## src/rtl/adc16dv160_capture_packer.sv

```systemverilog
// Packs pairs of 16-bit ADC samples into 32-bit AXI-Stream words, one DSIZE-byte packet per start.
// A word FIFO plus an output register decouple the sample stream from downstream tready stalls.
module adc16dv160_capture_packer #(
    parameter int FIFO_DEPTH = 16,
    parameter int DSIZE_W    = 32
) (
    input  logic               ACLK,
    input  logic               ARESET,
    input  logic               sample_valid,
    input  logic [15:0]        sample,
    input  logic               start,
    input  logic               test,
    input  logic [DSIZE_W-1:0] dsize,
    output logic               busy,
    output logic               pc,
    output logic               overflow,
    output logic               m_axis_tvalid,
    output logic [31:0]        m_axis_tdata,
    output logic [3:0]         m_axis_tkeep,
    output logic               m_axis_tlast,
    input  logic               m_axis_tready
);

    localparam int AW = $clog2(FIFO_DEPTH);
    localparam logic [AW:0] FULL_COUNT = (AW+1)'(FIFO_DEPTH);

    typedef enum logic [1:0] {
        IDLE,
        CAPTURE,
        DRAIN
    } state_t;

    state_t r_state;
    state_t w_nextState;

    logic [DSIZE_W-1:0] r_numWords;
    logic [DSIZE_W-1:0] r_wordCnt;
    logic               r_test;
    logic               r_phase;
    logic [15:0]        r_testCnt;
    logic [15:0]        r_hold;
    logic               r_pc;
    logic               r_overflow;

    logic [32:0]        r_mem [FIFO_DEPTH];
    logic [AW:0]        r_wrPtr;
    logic [AW:0]        r_rdPtr;

    logic               r_outValid;
    logic               r_outLast;
    logic [31:0]        r_outData;

    logic [DSIZE_W-1:0] w_reqWords;
    logic               w_startOk;
    logic [15:0]        w_sample;
    logic               w_capSample;
    logic               w_wrReq;
    logic [AW:0]        w_fifoCount;
    logic               w_fifoEmpty;
    logic               w_fifoFull;
    logic               w_fifoRd;
    logic               w_wrOk;
    logic               w_wrDrop;
    logic               w_isLastWord;
    logic               w_lastBeat;
    logic [32:0]        w_wrWord;
    logic [32:0]        w_rdWord;

    assign w_reqWords   = dsize >> 2;
    assign w_startOk    = start && (r_state == IDLE) && (w_reqWords != '0);
    assign w_sample     = r_test ? r_testCnt : sample;
    assign w_capSample  = (r_state == CAPTURE) && sample_valid;
    assign w_wrReq      = w_capSample && r_phase;

    assign w_fifoCount  = r_wrPtr - r_rdPtr;
    assign w_fifoEmpty  = (w_fifoCount == '0);
    assign w_fifoFull   = (w_fifoCount == FULL_COUNT);
    assign w_fifoRd     = !w_fifoEmpty && (!r_outValid || m_axis_tready);
    // A read in the same cycle frees a slot, so a full FIFO can still accept the write
    assign w_wrOk       = w_wrReq && (!w_fifoFull || w_fifoRd);
    assign w_wrDrop     = w_wrReq && !w_wrOk;

    assign w_isLastWord = (r_wordCnt == (r_numWords - DSIZE_W'(1)));
    assign w_lastBeat   = r_outValid && m_axis_tready && r_outLast;
    assign w_wrWord     = {w_isLastWord, w_sample, r_hold};
    assign w_rdWord     = r_mem[r_rdPtr[AW-1:0]];

    assign busy          = (r_state != IDLE);
    assign pc            = r_pc;
    assign overflow      = r_overflow;
    assign m_axis_tvalid = r_outValid;
    assign m_axis_tdata  = r_outData;
    assign m_axis_tkeep  = 4'hF;
    assign m_axis_tlast  = r_outLast;

    always_ff @(posedge ACLK) begin
        if (ARESET) begin
            r_state <= IDLE;
        end else begin
            r_state <= w_nextState;
        end
    end

    always_comb begin
        w_nextState = r_state;
        case (r_state)
            IDLE: begin
                if (w_startOk) begin
                    w_nextState = CAPTURE;
                end
            end
            CAPTURE: begin
                if (w_wrOk && w_isLastWord) begin
                    w_nextState = DRAIN;
                end
            end
            DRAIN: begin
                if (w_lastBeat) begin
                    w_nextState = IDLE;
                end
            end
            default: begin
                w_nextState = IDLE;
            end
        endcase
    end

    always_ff @(posedge ACLK) begin
        if (ARESET) begin
            r_numWords <= '0;
            r_wordCnt  <= '0;
            r_test     <= 1'b0;
            r_phase    <= 1'b0;
            r_testCnt  <= '0;
            r_hold     <= '0;
            r_pc       <= 1'b0;
            r_overflow <= 1'b0;
        end else if (w_startOk) begin
            r_numWords <= w_reqWords;
            r_test     <= test;
            r_wordCnt  <= '0;
            r_phase    <= 1'b0;
            r_testCnt  <= '0;
            r_pc       <= 1'b0;
            r_overflow <= 1'b0;
        end else begin
            if (w_capSample) begin
                r_phase   <= ~r_phase;
                r_testCnt <= r_testCnt + 16'd1;
                if (!r_phase) begin
                    r_hold <= w_sample;
                end
            end
            // A dropped word does not advance the count, so the packet still ends with N words
            if (w_wrOk) begin
                r_wordCnt <= r_wordCnt + DSIZE_W'(1);
            end
            if (w_wrDrop) begin
                r_overflow <= 1'b1;
            end
            if (w_lastBeat) begin
                r_pc <= 1'b1;
            end
        end
    end

    always_ff @(posedge ACLK) begin
        if (w_wrOk) begin
            r_mem[r_wrPtr[AW-1:0]] <= w_wrWord;
        end
    end

    always_ff @(posedge ACLK) begin
        if (ARESET) begin
            r_wrPtr <= '0;
            r_rdPtr <= '0;
        end else begin
            if (w_wrOk) begin
                r_wrPtr <= r_wrPtr + (AW+1)'(1);
            end
            if (w_fifoRd) begin
                r_rdPtr <= r_rdPtr + (AW+1)'(1);
            end
        end
    end

    // Output register keeps tvalid independent of tready and holds data through stalls
    always_ff @(posedge ACLK) begin
        if (ARESET) begin
            r_outValid <= 1'b0;
            r_outLast  <= 1'b0;
            r_outData  <= '0;
        end else if (w_fifoRd) begin
            r_outValid <= 1'b1;
            r_outLast  <= w_rdWord[32];
            r_outData  <= w_rdWord[31:0];
        end else if (m_axis_tready) begin
            r_outValid <= 1'b0;
            r_outLast  <= 1'b0;
        end
    end

endmodule

```

## config.mk

```make
export PLATFORM = sky130hd
export DESIGN_NAME = adc16dv160_capture_packer
export DESIGN_NICKNAME = d
export VERILOG_FILES = /design/src/rtl/adc16dv160_capture_packer.sv
export SDC_FILE = /design/constraint.sdc
export NUM_CORES = 1
export LEC_CHECK = 0
export ABC_AREA = 1
export CAP_MARGIN = 40
export CORE_ASPECT_RATIO = 2
export CORE_MARGIN = 10
export CORE_UTILIZATION = 50
export DETAILED_ROUTE_END_ITERATION = 16
export DONT_BUFFER_PORTS = 1
export MAX_ROUTING_LAYER = met4
export PLACE_DENSITY = 0.68
export SYNTH_ARGS = -nofsm -noshare
export SYNTH_HDL_FRONTEND = slang
export SYNTH_SLANG_ARGS = --single-unit
```

## constraint.sdc

```tcl
create_clock -name ACLK -period 6.5 [get_ports ACLK]
set_clock_uncertainty 0.1 [all_clocks]
set_input_delay 1.3 -clock ACLK [delete_from_list [all_inputs] [get_ports ACLK]]
set_output_delay 1.3 -clock ACLK [all_outputs]
set_load 0.01 [all_outputs]
```

==> Word-level counts from Yosys, hierarchy flattened <==
Memory sizes are Yosys's and may differ from the RTL's. A register that Yosys moved wholly into a read port is not among the register bits.
Cells that the tools add are included.
{ "classes": {"n_reduce_logical": 24, "mux": 12, "n_eq_ne": 7, "add_sub_neg": 6, "bitwise_logic": 2} }
{ "ops": {"columns": ["cell", "count"], "rows": [
  ["adder 32 x 1 -> 32 bit (second input constant)", 1],
  ["== test 32 bit", 1],
  ["nonzero test 32 bit", 1],
  ["subtractor 30 x 1 -> 31 bit (second input constant)", 1],
  ["adder 16 x 1 -> 16 bit (second input constant)", 1],
  ["two-way mux 16 bit", 1],
  ["adder 5 x 1 -> 5 bit (second input constant)", 2],
  ["logical AND 1 bit", 10],
  ["two-way mux 4 bit", 2],
  ["two-way mux 2 bit", 3],
  ["case mux 2 bit (3 select lines)", 1],
  ["AND reduction 3 bit", 2],
  ["== test 5 bit (second input constant)", 1],
  ["logical NOT 5 bit", 1],
  ["two-way mux 1 bit", 5],
  ["subtractor 5 bit", 1],
  ["logical NOT 1 bit", 4],
  ["inequality test 2 bit (second input constant)", 2],
  ["nonzero test 2 bit", 2],
  ["== test 2 x 1 -> 1 bit (second input constant)", 1],
  ["== test 2 bit (second input constant)", 1],
  ["logical NOT 2 bit", 1],
  ["logical OR 1 bit", 2],
  ["inequality test 2 x 1 -> 1 bit (second input constant)", 1],
  ["other kinds (2)", 3]
]} }
{ "totals": {"ram_bits": 528, "reg_bits": 144, "wordCells": 66, "inputBits": 54, "n_memories": 1} }
{ "mem_list": {"columns": ["memory", "depth", "width", "rd", "rd_clocked_by_memory_dff", "write_ports", "line", "source"], "rows": [
  ["r_mem", 16, 33, 1, 1, 1, "45", "logic [32:0] r_mem [FIFO_DEPTH];"]
]} }

==> Depth between registers and ports, before layout <==
Gate-level depths: netlist of run 1.
{ "logic_depth": {"ltp_word": 9, "mapped_depth": 18, "depth_no_buf": 18} }

==> Worst setup path before layout of run 1 <==
No wires, ideal clock.
{ "synth_path": {"path_kind": "input port to flip-flop", "from": "in sample_valid", "to": "mem r_mem[0][0], enable pin", "cell_stages": 7, "setup_ns": 0.464, "setup_slack_ns": 1.647, "arrival_ns": 4.288, "cell_sequence": "nand2_4 nor2_1 inv_1 nor2_8 inv_4 buf_2 nor3_1"} }
{ "synth_between": {"elab_chain_cells": 5} }
{ "synth_rtl": {"columns": ["element", "line", "source"], "rows": [
  ["start, declared", "9", "input logic sample_valid,"],
  ["logical AND 1 bit", "72", "assign w_capSample = (r_state == CAPTURE) && sample_valid;"],
  ["logical AND 1 bit", "73", "assign w_wrReq = w_capSample && r_phase;"],
  ["logical AND 1 bit", "80", "assign w_wrOk = w_wrReq && (!w_fifoFull || w_fifoRd);"],
  ["two-way mux 1 bit", "168", "if (w_wrOk) begin"],
  ["two-way mux 1 bit (implied by the code)", "169", "r_mem[r_wrPtr[AW-1:0]] <= w_wrWord;"],
  ["end, declared", "45", null]
]} }
No other way between the ends.

==> Final worst setup path of run 1 <==
{ "layout_path": {"from": "reg r_wrPtr[0]", "to": "mem r_mem[13][10], enable pin"} }
{ "layout_between": {"elab_chain_cells": 8, "word_cells_on_any_way": 10} }
{ "layout_rtl": {"columns": ["element", "line", "source"], "rows": [
  ["start, declared", "46", "logic [AW:0] r_wrPtr;"],
  ["start signal, assigned", "179", "r_wrPtr <= r_wrPtr + (AW+1)'(1);"],
  ["subtractor 5 bit", "75", "assign w_fifoCount = r_wrPtr - r_rdPtr;"],
  ["logical NOT 5 bit", "76", "assign w_fifoEmpty = (w_fifoCount == '0);"],
  ["logical NOT 1 bit", "78", "assign w_fifoRd = !w_fifoEmpty && (!r_outValid || m_axis_tready);"],
  ["logical AND 1 bit", "78", null],
  ["logical OR 1 bit", "80", null],
  ["logical AND 1 bit", "80", null],
  ["two-way mux 1 bit", "168", null],
  ["two-way mux 1 bit (implied by the code)", "169", null]
]} }
Parallel ways exist; a longest one is shown, timed or not.

==> out/metrics.cfg, run 1 <==
[outcome]
status = finished clean

[die]
die_area_mm2 = 0.0675
die_height_um = 358
initial_core_util_pct = 50.6
fp-row-count = 123
core_area_mm2 = 0.0563
top_level_ports = 95
die_w_um = 189

[setup_path]
path_class = reg -> reg
critPathArrivalTime_ns = 4.15
cp_max_fo = 37
reg2reg_slack_ns = 2.54
startpoint_type = flip-flop
worstPathRequired_ns = 6.69
cp-end-kind = flip-flop

[place]
hpwlAfterDp_um = 50800
gp_congestion = 0.959
placedCellCount = 3330
pre_cts_slack_ns = 2.23
port_buffers = 0
dpl_cell_area_mm2 = 0.0295

[global_routing]
overflow = 0
grt_max_degree = 121
first_global_vias = 20527
grtUsageTotal_pct = 24.0
grt_pass1_wl_um = 121000
antenna_found_initial = 0

[clock_tree]
post_cts.repair.setup_buffers = 0
clock_latency_ns = 0.62
cts_tree = done
cts_resized = 0
cts_root_buffer = clkbuf_16
cts_buffers = 56
clockBufferDepth = 3
ctsHoldBuffers = 0
htree_levels = 2
clock_sinks = 676
clk_pin_slew_worst_paths_ns = 0.07

[timing]
setup_viol = 0
fin_setup_tns_ns = 0
whs_ns = 0.378
final.min_clock_period_ns = 3.96
finalHoldViolCount = 0
clock.fmax_mhz = 252
setup_slack_ns = 2.54
final_max_slew_viol_count = 0
final_min_period_over_clock_period_pct = 61.0
grt_setup_unrepaired = no
worst_pin_slew_ns = 0.964
relSlewSlack_pct = 35.8

[logic_synthesis]
async_reset_ff_share_pct = 0
synth_edf_count = 528
synth-seq-cells = 676
synth_ff_type = edfxtp_1
synth_cell_types = 49
syn_avg_cell_area_um2 = 10.6
syn_inst = 2678
synth_warnings = 0
ys_seq_area_share_pct = 66.1
synth_area_mm2 = 0.0285

[drt]
routedWlPerCell_um = 23.4
wl_um = 80500
postRouteAntennaNets = 0
vias_per_cell = 5.96
post-route-drc-count = 0
initialDrtViolationCount = 1751
dr.pass1.iters = 6
vias = 20462

[power_and_ir_drop]
power.density_mw_per_mm2 = 336
p_switching_mw = 3.19
switching_share_pct = 30.3
leakage_nw = 10.7
p_int_mw = 7.35
pwr-share-clk_pct = 33.1
total_power_mw = 10.5
ir_worst_vdd_mv = 0.227
power_frac_comb_pct = 19.6
seq_power_share_pct = 47.2

[layout]
final_layout_size_suffix_gt1_share_pct = 9.05
finalCoreUtilization_pct = 55.7
fin_area_mm2 = 0.0314
instances_no_fill = 3435
diodes = 0
area_delta_synth_final_pct = 10.1
nets = 2704

[min_path]
worstHoldPathType = reg -> reg

[flow_run]
drv_cap = 0

[layout by cell type (no fill, tap or decap), types with 16 or more instances in the layout]
cell type	synthesis	routed
nor2_1	535	528
edfxtp_1	528	528
o21ai_0	383	383
nand2_1	257	257
o22ai_1	149	149
dfxtp_1	148	144
inv_1	112	112
a21oi_1	105	104
nand3_1	56	56
clkbuf_16	0	56
buf_4	16	42
xor2_1	40	40
nand4_1	28	28
o21ai_1	25	25
nor2_2	16	16
[worst paths after layout]
path	start	end	cells after the start
hold reg to reg	r_phase$_SDFFE_PP0P_	r_phase$_SDFFE_PP0P_	2
setup / recovery	r_wrPtr[0]$_SDFFE_PP0P_	r_mem[13][10]$_DFFE_PP_	14
hold / removal	r_phase$_SDFFE_PP0P_	r_phase$_SDFFE_PP0P_	2
setup reg to reg	r_wrPtr[0]$_SDFFE_PP0P_	r_mem[13][10]$_DFFE_PP_	14
[cells in the mapped netlist, drive strengths merged (4+ instances only)]
cell type    n  area [um2]
a21oi      106         534
buf         58         325
clkbuf      97         364
dfxtp      148        2960
edfxtp     528       15900
ha          12         150
inv        120         453
mux2         7        78.8
nand2      270        1060
nand3       59         310
nand3b       5        37.5
nand4       29         188
nor2       560        2230
nor3        28         176
nor4        14         125
o21ai      408        2040
o22ai      149         932
o32ai       11        96.3
or2          4        25.0
xnor2        9        78.8
xor2        40         350
[power by group through the flow]
stage | Sequential, mW | Combinational (mW) | Clock [mW]
floorplan | 4.99 | 1.47 | 0
global placement | 5.12 | 1.90 | 0
detailed placement | 5.09 | 2.06 | 0
CTS | 4.99 | 2.07 | 3.54
global route | 5.00 | 2.30 | 3.70
finish | 4.98 | 2.07 | 3.49
[metal layers]
layer,wire length (um),vias to the layer above,GRT usage [%]
met3,4910,237,3.39
met4,4650,0,13.1
met2,43100,837,43.5
met5,0,-,-
met1,27900,10011,24.3
li1,-,9377,-
[critical path, stage by stage (launching register included)]
cell      delay [ns]
dfxtp_1         0.42
inv_1           0.12
ha_1            0.24
o21bai_4        0.15
nand2_1         0.08
nand2_1         0.06
nand2_1         0.07
nand2_1         0.06
nand2_1         0.05
nand2_2         0.08
nor2_4          0.05
nor2_8          0.46
nand2_1         0.40
nor2_4          0.78
buf_4           0.43
[registers in the layout, summed over array words and instances, names as in the netlist, 5 cells and up, named ones only]
| name | flops |
|---|---|
| r_numWords | 30 |
| r_testCnt | 16 |
| m_axis_tdata | 32 |
| r_mem | 528 |
| r_wrPtr | 5 |
| r_hold | 16 |
| r_rdPtr | 5 |
| r_wordCnt | 32 |
[logic make-up (layout without fill, tap and decap cells)]
| group | after synthesis | count (layout) | synth area share [%] |
|---|---|---|---|
| buffers and inverters | 278 | 282 | 4.05 |
| other | 1 | 4 | 0.0132 |
| AO/OA/AOI/OAI | 683 | 683 | 12.9 |
| flip-flops | 676 | 676 | 66.1 |
| XOR/XNOR | 49 | 49 | 1.51 |
| adder cells (fa/ha/maj) | 12 | 12 | 0.527 |
| AND/OR/NAND/NOR | 972 | 972 | 14.6 |
| multiplexers | 7 | 7 | 0.277 |
[cell type report]
class | instances | area [um2]
fillers | 4771 | 25000
flip-flops and latches | 676 | 18800
multi-input cells | 1727 | 8620
clock buffers | 66 | 1480
well taps | 750 | 938
repair buffers | 54 | 607
inverters | 123 | 470
clock inverters | 39 | 412
No activity file was read; power rests on OpenSTA's default activity.
==> run 2, diff against run 1 <==
Settings changed: PLACE_DENSITY 0.68 to 0.71.
Clock period 6.5 ns to 3.5 ns, I/O delays scaled along.
==> run 2 against run 1 <==
Sequential share of layout area fell by 0.18 points. Global-route usage shrank 0.37 points. Die area unchanged. Sequential cell count is the same. Highest routed layer unchanged. Hold slack worse by 0.33 ns. Combinational power increased by 86%. Critical path depth fell by 3. Count of clock-buffer cells in the layout shrank 4. Total power increased by 87%. Final cell count hardly changed. Routed wire length fell by 1.4%. Via count decreased by 0.56%.
==> out/metrics.cfg, run 2 (synthesized netlist as in run 1, its figures left out) <==
[setup_path]
reg2reg_depth = 11  ; -3
reg2reg_slack_ns = 0.34  ; -2.19 ns
startpoint_type = flip-flop
worstPathRequired_ns = 3.73  ; -2.96 ns
crit_end = r_mem[10][32]$_DFFE_PP_
cp_max_fo = 16  ; -57%
rr_endpoint = r_mem[10][32]$_DFFE_PP_
r2r_start = r_numWords[0]$_SDFFE_PP0P_
cp-end-kind = flip-flop
crit_path_start = r_numWords[0]$_SDFFE_PP0P_
critPathArrivalTime_ns = 3.39  ; -0.76 ns
path_class = reg -> reg

[drt]
wl_um = 79400  ; -1.4%
post-route-drc-count = 0  ; unchanged
dr.pass1.iters = 5  ; -1
initialDrtViolationCount = 2033  ; +16%
routedWlPerCell_um = 23.1  ; -1.4%
vias_per_cell = 5.92  ; -0.59%
vias = 20347  ; -0.56%
postRouteAntennaNets = 0  ; unchanged

[power_and_ir_drop]
p_switching_mw = 5.91  ; +85%
pwr-share-clk_pct = 33.6  ; +0.5 points
power.density_mw_per_mm2 = 626  ; +86%
leakage_nw = 10.7  ; about the same
power_frac_comb_pct = 19.5  ; about the same
seq_power_share_pct = 46.9  ; -0.3 points
p_int_mw = 13.8  ; +87%
total_power_mw = 19.7  ; +87%
ir_worst_vdd_mv = 0.502  ; +120%
switching_share_pct = 30.0  ; -0.24 points

[global_routing]
first_global_vias = 20578  ; +0.25%
overflow = 0  ; unchanged
grt_max_degree = 144  ; +19%
grt_pass1_wl_um = 119000  ; -1.3%
grtUsageTotal_pct = 23.6  ; -0.37 points
antenna_found_initial = 1  ; +1

[clock_tree]
htree_levels = 2  ; unchanged
post_cts.repair.setup_buffers = 0  ; unchanged
cts_resized = 0  ; unchanged
clk_pin_slew_worst_paths_ns = 0.07  ; about the same
clockBufferDepth = 3  ; unchanged
cts_tree = done
cts_root_buffer = clkbuf_16
ctsHoldBuffers = 0  ; unchanged
clock_sinks = 676  ; unchanged
cts_buffers = 55  ; -1.8%
clock_latency_ns = 0.61  ; about the same

[timing]
final.min_clock_period_ns = 3.16  ; -0.809 ns
clock.fmax_mhz = 317  ; +26%
setup_slack_ns = 0.345  ; -2.19 ns
grt_setup_unrepaired = no
final_min_period_over_clock_period_pct = 90.1  ; +29 points
worst_pin_slew_ns = 0.827  ; -0.136 ns
relSlewSlack_pct = 44.7  ; +9.0 points
setup_viol = 0  ; unchanged
whs_ns = 0.0512  ; -0.327 ns
finalHoldViolCount = 0  ; unchanged
final_max_slew_viol_count = 0  ; unchanged
fin_setup_tns_ns = 0  ; unchanged

[layout]
nets = 2704  ; unchanged
area_delta_synth_final_pct = 10.4
largest_reg_flops = 528  ; unchanged
multi_input_area_mm2 = 0.00862  ; about the same
fin_area_mm2 = 0.0315  ; +0.31%
finalCoreUtilization_pct = 55.8  ; +0.17 points
final_cell_mix = nor2_1, edfxtp_1, o21ai_0
nFillCells = 4690  ; -1.7%
seq_area_mm2 = 0.0188  ; unchanged
final_layout_size_suffix_gt1_share_pct = 9.01  ; -0.037 points
instances_no_fill = 3436  ; +0.029%

[min_path]
worstHoldPathType = in -> reg

[place]
gp_congestion = 0.947  ; -1.3%
hpwlAfterDp_um = 48600  ; -4.4%
dpl_cell_area_mm2 = 0.0295  ; +0.18%
pre_cts_slack_ns = 0.412  ; -1.82 ns
port_buffers = 0  ; unchanged
placedCellCount = 3331  ; +0.030%

[die]
core_area_mm2 = 0.0563  ; unchanged
die_area_mm2 = 0.0675  ; unchanged
fp-row-count = 123  ; unchanged
initial_core_util_pct = 50.6  ; unchanged
die_height_um = 358  ; unchanged
top_level_ports = 95  ; unchanged
die_w_um = 189  ; unchanged

[flow_run]
drv_cap = 0  ; unchanged

[outcome]
status = finished clean

## run 2: cell types whose count changed in the layout (fill, tap and decap cells not counted), moves of 3 or more
cell       previous run  this run
clkinv_1              6         9
inv_1               112       109
inv_6                 6         3
bufinv_16             7        10
buf_16                8         0
buf_12                3        20
clkbuf_8              4         0
buf_4                42        35
clkinv_4              0         4
## run 2: final cells by class
| class | count | share of cell area (%) |
|---|---|---|
| timing repair buffer | 55 | 2.11 |
| antenna | 1 | 0.00796 |
| multi-input combinational | 1727 | 27.4 |
| clock buffer | 62 | 4.53 |
| sequential | 676 | 59.9 |
| inverter | 123 | 1.50 |
| tap | 750 | 2.98 |
| clock inverter | 42 | 1.62 |
## run 2: power groups by stage
stage / Clock, mW / Sequential (mW) / Combinational (mW)
2_1_floorplan: 0 / 9.27 / 2.74
4_1_cts: 6.68 / 9.25 / 3.83
5_1_grt: 6.96 / 9.27 / 4.24
3_5_place_dp: 0 / 9.43 / 3.81
3_3_place_gp: 0 / 9.42 / 3.67
6_report: 6.61 / 9.23 / 3.85
## run 2: worst min path at each step
stage,depth (start not counted),end,from
2_1_floorplan,2,r_phase$_SDFFE_PP0P_,r_phase$_SDFFE_PP0P_
3_3_place_gp,2,r_phase$_SDFFE_PP0P_,r_phase$_SDFFE_PP0P_
3_5_place_dp,2,r_phase$_SDFFE_PP0P_,r_phase$_SDFFE_PP0P_
4_1_cts,1,r_hold[8]$_SDFFE_PP0P_,ARESET
5_1_grt,1,r_hold[8]$_SDFFE_PP0P_,ARESET
6_report,1,r_hold[8]$_SDFFE_PP0P_,ARESET
## run 2: critical path, stage by stage, from the launching register on
cell and delay [ns]:
dfxtp_1 0.34, inv_1 0.14, ha_1 0.28, nand2_1 0.14
nor2_2 0.24, nand2_1 0.15, nor2_2 0.19, nand3_1 0.09
nand2_1 0.16, nand4_1 0.12, nor2_2 0.29, and3_1 0.61
## run 2: per-layer routing
layer  GRT usage (%)  wire length [um]
met2            42.9             42800
met1            24.0             27100
met3            3.09              4980
met4            13.2              4560
met5               -                 0
==> run 3, diff against run 2 <==
Settings changed: CAP_MARGIN 40 to unset, CORE_UTILIZATION 50 to 57, PLACE_DENSITY 0.71 to 0.78.
==> run 3 against run 2 <==
First-iteration DRC count grew 20%. Global-route usage up 3.3 points. Via count is 2.9% higher. Setup slack better by 0.13 ns. Maximum frequency is 4.5% higher. Final cell count fell by 2.9%. Clock power fell by 1%. Critical path type unchanged.
==> out/metrics.cfg, run 3 (synthesized netlist as in run 1, its figures left out) <==
[die]
die_area_mm2 = 0.0599  ; -11%
die_w_um = 178  ; -5.7%
initial_core_util_pct = 57.7  ; +7.1 points
core_area_mm2 = 0.0494  ; -12%
fp-row-count = 115  ; -6.5%
die_height_um = 336  ; -6.0%
top_level_ports = 95  ; unchanged

[timing]
final_max_slew_viol_count = 0  ; unchanged
final_min_period_over_clock_period_pct = 86.3  ; -3.9 points
grt_setup_unrepaired = no
clock.fmax_mhz = 331  ; +4.5%
final.min_clock_period_ns = 3.02  ; -0.135 ns
setup_viol = 0  ; unchanged
whs_ns = 0.0350  ; -0.0162 ns
setup_slack_ns = 0.480  ; +0.135 ns
worst_pin_slew_ns = 1.08  ; +0.250 ns
finalHoldViolCount = 0  ; unchanged
relSlewSlack_pct = 28.1  ; -17 points

[setup_path]
startpoint_type = flip-flop
path_class = reg -> reg
cp-end-kind = flip-flop
worstPathRequired_ns = 3.65  ; -0.08 ns
critPathArrivalTime_ns = 3.17  ; -0.22 ns
cp_max_fo = 23  ; +7

[power_and_ir_drop]
power_frac_comb_pct = 19.0  ; -0.5 points
power.density_mw_per_mm2 = 628  ; +0.35%
total_power_mw = 19.6  ; -0.27%
ir_worst_vdd_mv = 0.464  ; -7.6%
p_int_mw = 13.6  ; -1.1%
switching_share_pct = 30.6  ; +0.57 points
p_switching_mw = 6.00  ; +1.6%
pwr-share-clk_pct = 33.3  ; -0.3 points
leakage_nw = 10.7  ; about the same
seq_power_share_pct = 47.6  ; +0.7 points

[clock_tree]
clock_sinks = 676  ; unchanged
clock_latency_ns = 0.62  ; about the same
post_cts.repair.setup_buffers = 0  ; unchanged
cts_buffers = 55  ; unchanged
cts_tree = done
ctsHoldBuffers = 0  ; unchanged
clk_pin_slew_worst_paths_ns = 0.08  ; about the same
cts_root_buffer = clkbuf_16
cts_resized = 0  ; unchanged
clockBufferDepth = 3  ; unchanged
htree_levels = 2  ; unchanged

[drt]
routedWlPerCell_um = 23.9  ; +3.3%
vias_per_cell = 6.28  ; +6.0%
postRouteAntennaNets = 0  ; unchanged
vias = 20941  ; +2.9%
initialDrtViolationCount = 2430  ; +20%
dr.pass1.iters = 6  ; +1
wl_um = 79600  ; +0.29%
post-route-drc-count = 0  ; unchanged

[layout]
finalCoreUtilization_pct = 63.3  ; +7.5 points
area_delta_synth_final_pct = 9.73
final_layout_size_suffix_gt1_share_pct = 9.29  ; +0.28 points
nets = 2709  ; +0.18%
seq_area_mm2 = 0.0188  ; unchanged
fin_area_mm2 = 0.0313  ; -0.62%
multi_input_area_mm2 = 0.00862  ; unchanged
final_cell_mix = nor2_1, edfxtp_1, o21ai_0
nFillCells = 3617  ; -23%
largest_reg_flops = 528  ; unchanged

[global_routing]
grtUsageTotal_pct = 26.9  ; +3.3 points
antenna_found_initial = 2  ; +1
overflow = 0  ; unchanged
grt_pass1_wl_um = 119000  ; +0.25%
grt_max_degree = 181  ; +26%
first_global_vias = 20670  ; +0.45%

[place]
dpl_cell_area_mm2 = 0.0293  ; -0.63%
gp_congestion = 0.964  ; +1.8%
hpwlAfterDp_um = 49000  ; +1.0%
pre_cts_slack_ns = 0.544  ; +0.132 ns
port_buffers = 0  ; unchanged

[flow_run]
drv_cap = 0  ; unchanged

[min_path]
worstHoldPathType = in -> reg

[outcome]
status = finished clean

run 3: cell types whose count changed in the layout (fill, tap and decap cells not counted), sizes merged:
cell      previous run  this run
buf                 55        60
clkbuf              62        61
diode                1         2
inv                124       129
bufinv              10         7
clkinvlp             6         5
run 3: power by group through the flow:
stage / combinational [mW] / sequential, mW / clock, mW
4_1_cts: 3.68 / 9.36 / 6.57
2_1_floorplan: 2.74 / 9.27 / 0
5_1_grt: 4.11 / 9.39 / 6.86
3_5_place_dp: 3.63 / 9.54 / 0
6_report: 3.74 / 9.35 / 6.54
3_3_place_gp: 3.47 / 9.53 / 0
run 3: layout make-up:
cell class | count | area share, %
tap | 643 | 2.57
inverter | 123 | 1.50
clock inverter | 43 | 1.53
multi-input combinational | 1727 | 27.6
sequential | 676 | 60.2
antenna | 2 | 0.0160
clock buffer | 61 | 4.61
timing repair buffer | 60 | 1.96
run 3: metal layers:
metal  vias to the layer above  GRT usage, %  share of wire, %
li1                       9387             -                 -
met1                     10058          27.7                32
met2                      1213          47.8                54
met3                       283          4.06               8.3
met4                         0          15.0               5.4
met5                         -             -                 0
run 3: critical path, stage by stage, from the launching register on:
cell and delay, ns:
dfxtp_1 0.37, inv_1 0.07, ha_1 0.30, inv_1 0.07, o21bai_4 0.13, nand2_1 0.09
nand2_1 0.06, nand2_1 0.09, nand2_1 0.07, nand2_1 0.06, nand2_2 0.09, nor2_4 0.06
nor2_8 0.15, nand2_1 0.29, nor2_4 0.17, buf_4 0.44
run 3: path summary, 6_finish.rpt:
check	from	end	slack [ns]	cells after the start
max	r_rdPtr[1]$_SDFFE_PP0P_	r_mem[9][2]$_DFFE_PP_	0.48	15
min	ARESET	r_hold[0]$_SDFFE_PP0P_	0.04	1
max reg2reg	r_rdPtr[1]$_SDFFE_PP0P_	r_mem[9][2]$_DFFE_PP_	0.48	15
min reg2reg	r_testCnt[15]$_SDFFE_PP0P_	r_testCnt[15]$_SDFFE_PP0P_	0.38	2
run 3: stage by stage:
step           TNS, ns  cells
5_1_grt              0   3335
6_report             0   3335
4_1_cts              0   3333
3_5_place_dp         0   3229
3_3_place_gp         0   3229
2_1_floorplan  -260.32   2681
